[config.mk]
export PLATFORM = sky130hd
export DESIGN_NAME = mem_port_arb
export DESIGN_NICKNAME = d
export VERILOG_FILES = /design/src/rtl/mem_arb_pkg.sv /design/src/rtl/mem_arb_pick.sv /design/src/rtl/mem_port_arb.sv
export SDC_FILE = /design/constraint.sdc
export NUM_CORES = 1
export LEC_CHECK = 0
export ABC_AREA = 1
export CAP_MARGIN = 0
export CORE_ASPECT_RATIO = 1.2
export CORE_MARGIN = 2
export CORE_UTILIZATION = 41
export CTS_BUF_LIST = sky130_fd_sc_hd__clkbuf_16
export CTS_CLUSTER_DIAMETER = 40
export DETAILED_ROUTE_END_ITERATION = 16
export PLACE_DENSITY_LB_ADDON = 0.2
export SETUP_SLACK_MARGIN = 0.3
export SYNTH_ARGS = -nofsm -noshare
export SYNTH_HDL_FRONTEND = slang
export SYNTH_SLANG_ARGS = --single-unit
export TNS_END_PERCENT = 1
[constraint.sdc]
create_clock -name clk -period 4.8 [get_ports clk]
set_input_delay 0.72 -clock clk [delete_from_list [all_inputs] [get_ports clk]]
set_output_delay 0.72 -clock clk [all_outputs]
set_load 0.005 [all_outputs]
[src/rtl/mem_arb_pkg.sv]
// Shared types and constants for the CPU/DMA memory port arbiter.
package mem_arb_pkg;

  typedef enum logic [1:0] {
    ST_IDLE   = 2'd0,
    ST_ACCESS = 2'd1,
    ST_WAIT   = 2'd2,
    ST_DONE   = 2'd3
  } state_t;

  localparam logic [1:0] SZ_WORD = 2'b00;
  localparam logic [1:0] SZ_HALF = 2'b01;
  localparam logic [1:0] SZ_BYTE = 2'b10;

  localparam logic OWN_CPU = 1'b0;
  localparam logic OWN_DMA = 1'b1;

  localparam int LAT_W = 4;

endpackage

[src/rtl/mem_arb_pick.sv]
// Two-way request picker. MEM_ARB_FAIR_EN selects round-robin; otherwise DMA has fixed priority.
module mem_arb_pick
  import mem_arb_pkg::*;
(
  input  logic cpu_req,
  input  logic dma_req,
  input  logic last_owner,
  output logic grant
);

`ifdef MEM_ARB_FAIR_EN
  always_comb begin
    // On contention hand the port to whoever did not have it last.
    if (cpu_req && dma_req) grant = ~last_owner;
    else                    grant = dma_req ? OWN_DMA : OWN_CPU;
  end
`else
  logic unused_last_owner;
  assign unused_last_owner = last_owner;

  always_comb begin
    grant = dma_req ? OWN_DMA : OWN_CPU;
  end
`endif

endmodule

[src/rtl/mem_port_arb.sv]
// Shares one memory port between the CPU and a DMA/debug loader; one access at a time, read latency MEM_LAT.
// Arbitration policy is chosen by the MEM_ARB_FAIR_EN macro (see mem_arb_pick).
module mem_port_arb
  import mem_arb_pkg::*;
#(
  parameter int AW      = 32,
  parameter int DW      = 32,
  parameter int MEM_LAT = 1
) (
  input  logic          clk,
  input  logic          rst,
  input  logic          cpu_req,
  input  logic          cpu_we,
  input  logic [AW-1:0] cpu_adr,
  input  logic [DW-1:0] cpu_wdata,
  input  logic [1:0]    cpu_size,
  output logic [DW-1:0] cpu_rdata,
  output logic          cpu_ack,
  output logic          cpu_stall,
  input  logic          dma_req,
  input  logic          dma_we,
  input  logic [AW-1:0] dma_adr,
  input  logic [DW-1:0] dma_wdata,
  input  logic [1:0]    dma_size,
  output logic [DW-1:0] dma_rdata,
  output logic          dma_ack,
  output logic          mem_en,
  output logic          mem_we,
  output logic [AW-1:0] mem_adr,
  output logic [DW-1:0] mem_wdata,
  output logic [1:0]    mem_size,
  input  logic [DW-1:0] mem_rdata,
  output logic          owner,
  output logic          busy
);

  state_t           state, state_n;
  logic [LAT_W-1:0] cnt;
  logic             own_q, we_q, last_owner;
  logic             grant, latch_en, capture;

  mem_arb_pick u_pick (
    .cpu_req    (cpu_req),
    .dma_req    (dma_req),
    .last_owner (last_owner),
    .grant      (grant)
  );

  // NOTE: sequential state is written only with non-blocking assignments.
  always_ff @(posedge clk or posedge rst) begin
    if (rst) state <= ST_IDLE;
    else     state <= state_n;
  end

  always_comb begin
    // NOTE: defaults first, so no branch leaves a variable unassigned and no latch is inferred.
    state_n  = state;
    latch_en = 1'b0;
    capture  = 1'b0;
    case (state)
      ST_IDLE: begin
        if (cpu_req || dma_req) begin
          latch_en = 1'b1;
          state_n  = ST_ACCESS;
        end
      end
      ST_ACCESS: state_n = we_q ? ST_DONE : ST_WAIT;
      ST_WAIT: begin
        if (cnt == LAT_W'(1)) begin
          capture = 1'b1;
          state_n = ST_DONE;
        end
      end
      ST_DONE: state_n = ST_IDLE;
      default: state_n = ST_IDLE;
    endcase
  end

  // Counter holds MEM_LAT on the first WAIT cycle and hits 1 on the rdata-valid cycle.
  always_ff @(posedge clk or posedge rst) begin
    if (rst)                     cnt <= '0;
    else if (state == ST_ACCESS) cnt <= LAT_W'(MEM_LAT);
    else if (state == ST_WAIT)   cnt <= cnt - 1'b1;
  end

  always_ff @(posedge clk or posedge rst) begin
    if (rst) begin
      own_q     <= OWN_CPU;
      we_q      <= 1'b0;
      mem_adr   <= '0;
      mem_wdata <= '0;
      mem_size  <= SZ_WORD;
    end else if (latch_en) begin
      own_q     <= grant;
      we_q      <= (grant == OWN_DMA) ? dma_we    : cpu_we;
      mem_adr   <= (grant == OWN_DMA) ? dma_adr   : cpu_adr;
      mem_wdata <= (grant == OWN_DMA) ? dma_wdata : cpu_wdata;
      mem_size  <= (grant == OWN_DMA) ? dma_size  : cpu_size;
    end
  end

  always_ff @(posedge clk or posedge rst) begin
    if (rst) begin
      cpu_rdata  <= '0;
      dma_rdata  <= '0;
      last_owner <= OWN_DMA;
    end else begin
      if (capture && own_q == OWN_CPU) cpu_rdata <= mem_rdata;
      if (capture && own_q == OWN_DMA) dma_rdata <= mem_rdata;
      if (state == ST_DONE)            last_owner <= own_q;
    end
  end

  // Strobes are decoded from state, so an asynchronous reset removes them at once.
  assign mem_en    = (state == ST_ACCESS);
  assign mem_we    = mem_en & we_q;
  assign cpu_ack   = (state == ST_DONE) && (own_q == OWN_CPU);
  assign dma_ack   = (state == ST_DONE) && (own_q == OWN_DMA);
  assign cpu_stall = cpu_req & ~cpu_ack;
  assign owner     = own_q;
  assign busy      = (state != ST_IDLE);

endmodule

==> qor.yml <==
ys_ff_latch: 138
p_switching_mw: 2.11
clock_skew_ns: 0.00689
grt_pass1_wl_um: 32400
multiInputGateArea_um2: 2670
synthCells: 853
vias: 6479
crit_path_start_kind: "input port"
synth-compound-area-share_pct: 0.523
rows: 50
synthMuxAreaShare_pct: 0
dp_slack_ns: 1.76
avgSynthCellArea_um2: 7.57
p_seq_share_pct: 34.2
maxCapViolCount: 0
ctsResizeCount: 0
leakagePower_nw: 5.06
synth_top_family_by_area: "simple AND/OR/NAND/NOR gates"
finalCritPeriodShare_pct: 58.8
wire_per_inst_um: 14.9
switching_share_pct: 34.8
yosys-top-cells-area: "dfrtp_1 53%, nand2_1 32%, nand4_1 6.4%"
period_minus_slack_ns: 2.82
postCtsSetupBuffers: 0
synth_area_um2: 6460
first_pass_iters: 5
hold_buffers: 0
synthAdderAreaFrac_pct: 1.36
cts_made_buffers: 17
synth_top_area_share_pct: 53.5
htreeDepth: 4
yosys_warnings: 0
pwr-share-clk_pct: 21.2
synth_top_cell_by_area: "dfrtp_1"
seq_area_um2: 3450
grt_start_max_net_pins: 74
worstPathMaxFanout: 2
clk_pin_slew_worst_paths_ns: 0.05
yosysSeqAreaShare_pct: 53.5
cp_data_arrival_time_ns: 2.10
cts_buffer_depth: 2
drtIter0Drc: 536
hpwl_um: 14200
io_pins: 307
syn_nets: 1030
vdd_drop_max_mv: 0.378
drc: 0
diodes: 0
cp_data_required_time_ns: 4.08
nets: 1309
min_path_type: "flip-flop to flip-flop"
synth_cell_types: 17
rsz0062_at_grt: "false"
dieArea_um2: 16800
fillerInstances: 1347
gp_congestion: 0.811
power_mw: 6.07
cts_tree: "yes"
power_density_nw_per_um2: 597
hold_violations: 0
fin_ws_ns: 1.98
status: "finished clean"
clk_latency_ns: 0.41
antenna_found_initial: 0
start_util_pct: 41.6
die_width_um: 119
area_delta_synth_final_pct: 57.5
cts_root_buffer: "clkbuf_16"
p_comb_share_pct: 44.6
setup_viol: 0
fmax_mhz: 354
antenna_left: 0
synth_xor_xnor_area_share_pct: 0
io_buffer_count: 306
track_usage_pct: 24.3
cts_sinks: 138
wl_um: 20200
tightest_slew_ns: 1.13
grt-ovfl-total: 0
drv_slew: 0
slew_headroom_pct: 24.7
end_kind: "output port"
tns_ns: 0
p_int_mw: 3.96
path_class: "input port to output port"
drive_above_1_share_pct: 4.02
via_per_inst: 4.79
core-area_um2: 15500
die_height_um: 141
grt_pass1_vias: 6325
synth_simple_gate_area_share_pct: 39.3
-- power by group through the flow --
stage	combinational, mW	clock (mW)	sequential, mW
after floorplan	1.15	0	2.08
after global placement	2.68	0	2.07
after detailed placement	2.73	0	2.08
after CTS	2.74	1.31	2.08
after global routing	2.98	1.37	2.14
final	2.71	1.29	2.08
-- path summary, 6_finish.rpt --
| kind | startpoint | endpoint | slack (ns) | cells after the start |
|---|---|---|---|---|
| worst max-delay path | cpu_req | cpu_stall | 1.98 | 4 |
| worst min-delay path | cpu_rdata[17]$_DFFE_PP0P_ | cpu_rdata[17]$_DFFE_PP0P_ | 0.47 | 2 |
| worst max register to register | state[0]$_DFFE_PP0P_ | mem_wdata[23]$_DFFE_PP0P_ | 2.17 | 7 |
| worst min register to register | cpu_rdata[17]$_DFFE_PP0P_ | cpu_rdata[17]$_DFFE_PP0P_ | 0.47 | 2 |
| max in group asynchronous | rst | cpu_rdata[16]$_DFFE_PP0P_ | 3.12 | 3 |
| min in group asynchronous | rst | cpu_rdata[23]$_DFFE_PP0P_ | 0.77 | 2 |
-- through the flow --
stage	utilization (%)	hold slack [ns]	instance area, um^2	cells
after floorplan	-	0.471	6460	853
after global placement	61.8	0.461	9590	1321
after detailed placement	61.8	0.464	9590	1321
after CTS	65.6	0.479	10200	1352
after global routing	65.6	0.487	10200	1352
final	65.6	0.473	10200	1352
-- registers in the layout (all words and copies together) (netlist names) --
name	count
dma_rdata	32
state	2
cpu_rdata	32
cnt	4
mem_size	2
mem_adr	32
we_q	1
mem_wdata	32
owner	1
-- routing by layer --
metal	up-vias	share of wire, %	wire length (um)	track usage [%]
met5	-	0	0	0
met4	0	2.9	590	9.34
met3	34	8.2	1670	7.76
met2	258	49	9940	40.8
met1	2966	40	7990	29.2
li1	3221	-	-	-
-- cell families (layout without fill, tap and decap cells) --
family	Yosys count	after routing
flops	138	138
fa+ha+maj	7	7
simple gates	629	629
buf+inv	73	364
compound gates	6	6
-- cells in the final DEF (no fill, tap or decap), drive strengths merged, types with 10 or more instances in the layout --
master           n
clkbuf          17
nand4           66
clkdlybuf4s50  305
inv             17
nor2            10
buf             11
nand2          546
dfrtp          138
-- cell type report --
| class | count | share of cell area [%] |
|---|---|---|
| clock buffer | 17 | 4.18 |
| clock inverter | 14 | 1.54 |
| inverter | 17 | 0.677 |
| multi-input combinational | 642 | 26.3 |
| sequential | 138 | 34.0 |
| tap | 208 | 2.56 |
| timing repair buffer | 316 | 30.8 |
-- synth_stat cells --
library cell and count:
o21ai_0 3, buf_2 27, a21oi_1 2, nand4_1 66, buf_6 3, ha_1 7
clkbuf_1 20, buf_4 4, nand2_1 546, o21ai_2 1, nand3_1 7, nor2_2 1
dfrtp_1 138, buf_1 2, inv_1 15, inv_2 2, nor2_1 9
-- critical path: stages --
cell and delay (ns):
clkdlybuf4s50_1 0.52, inv_1 0.10, nor2_1 0.21, clkdlybuf4s50_1 0.55
(Power assumes the default switching activity.)
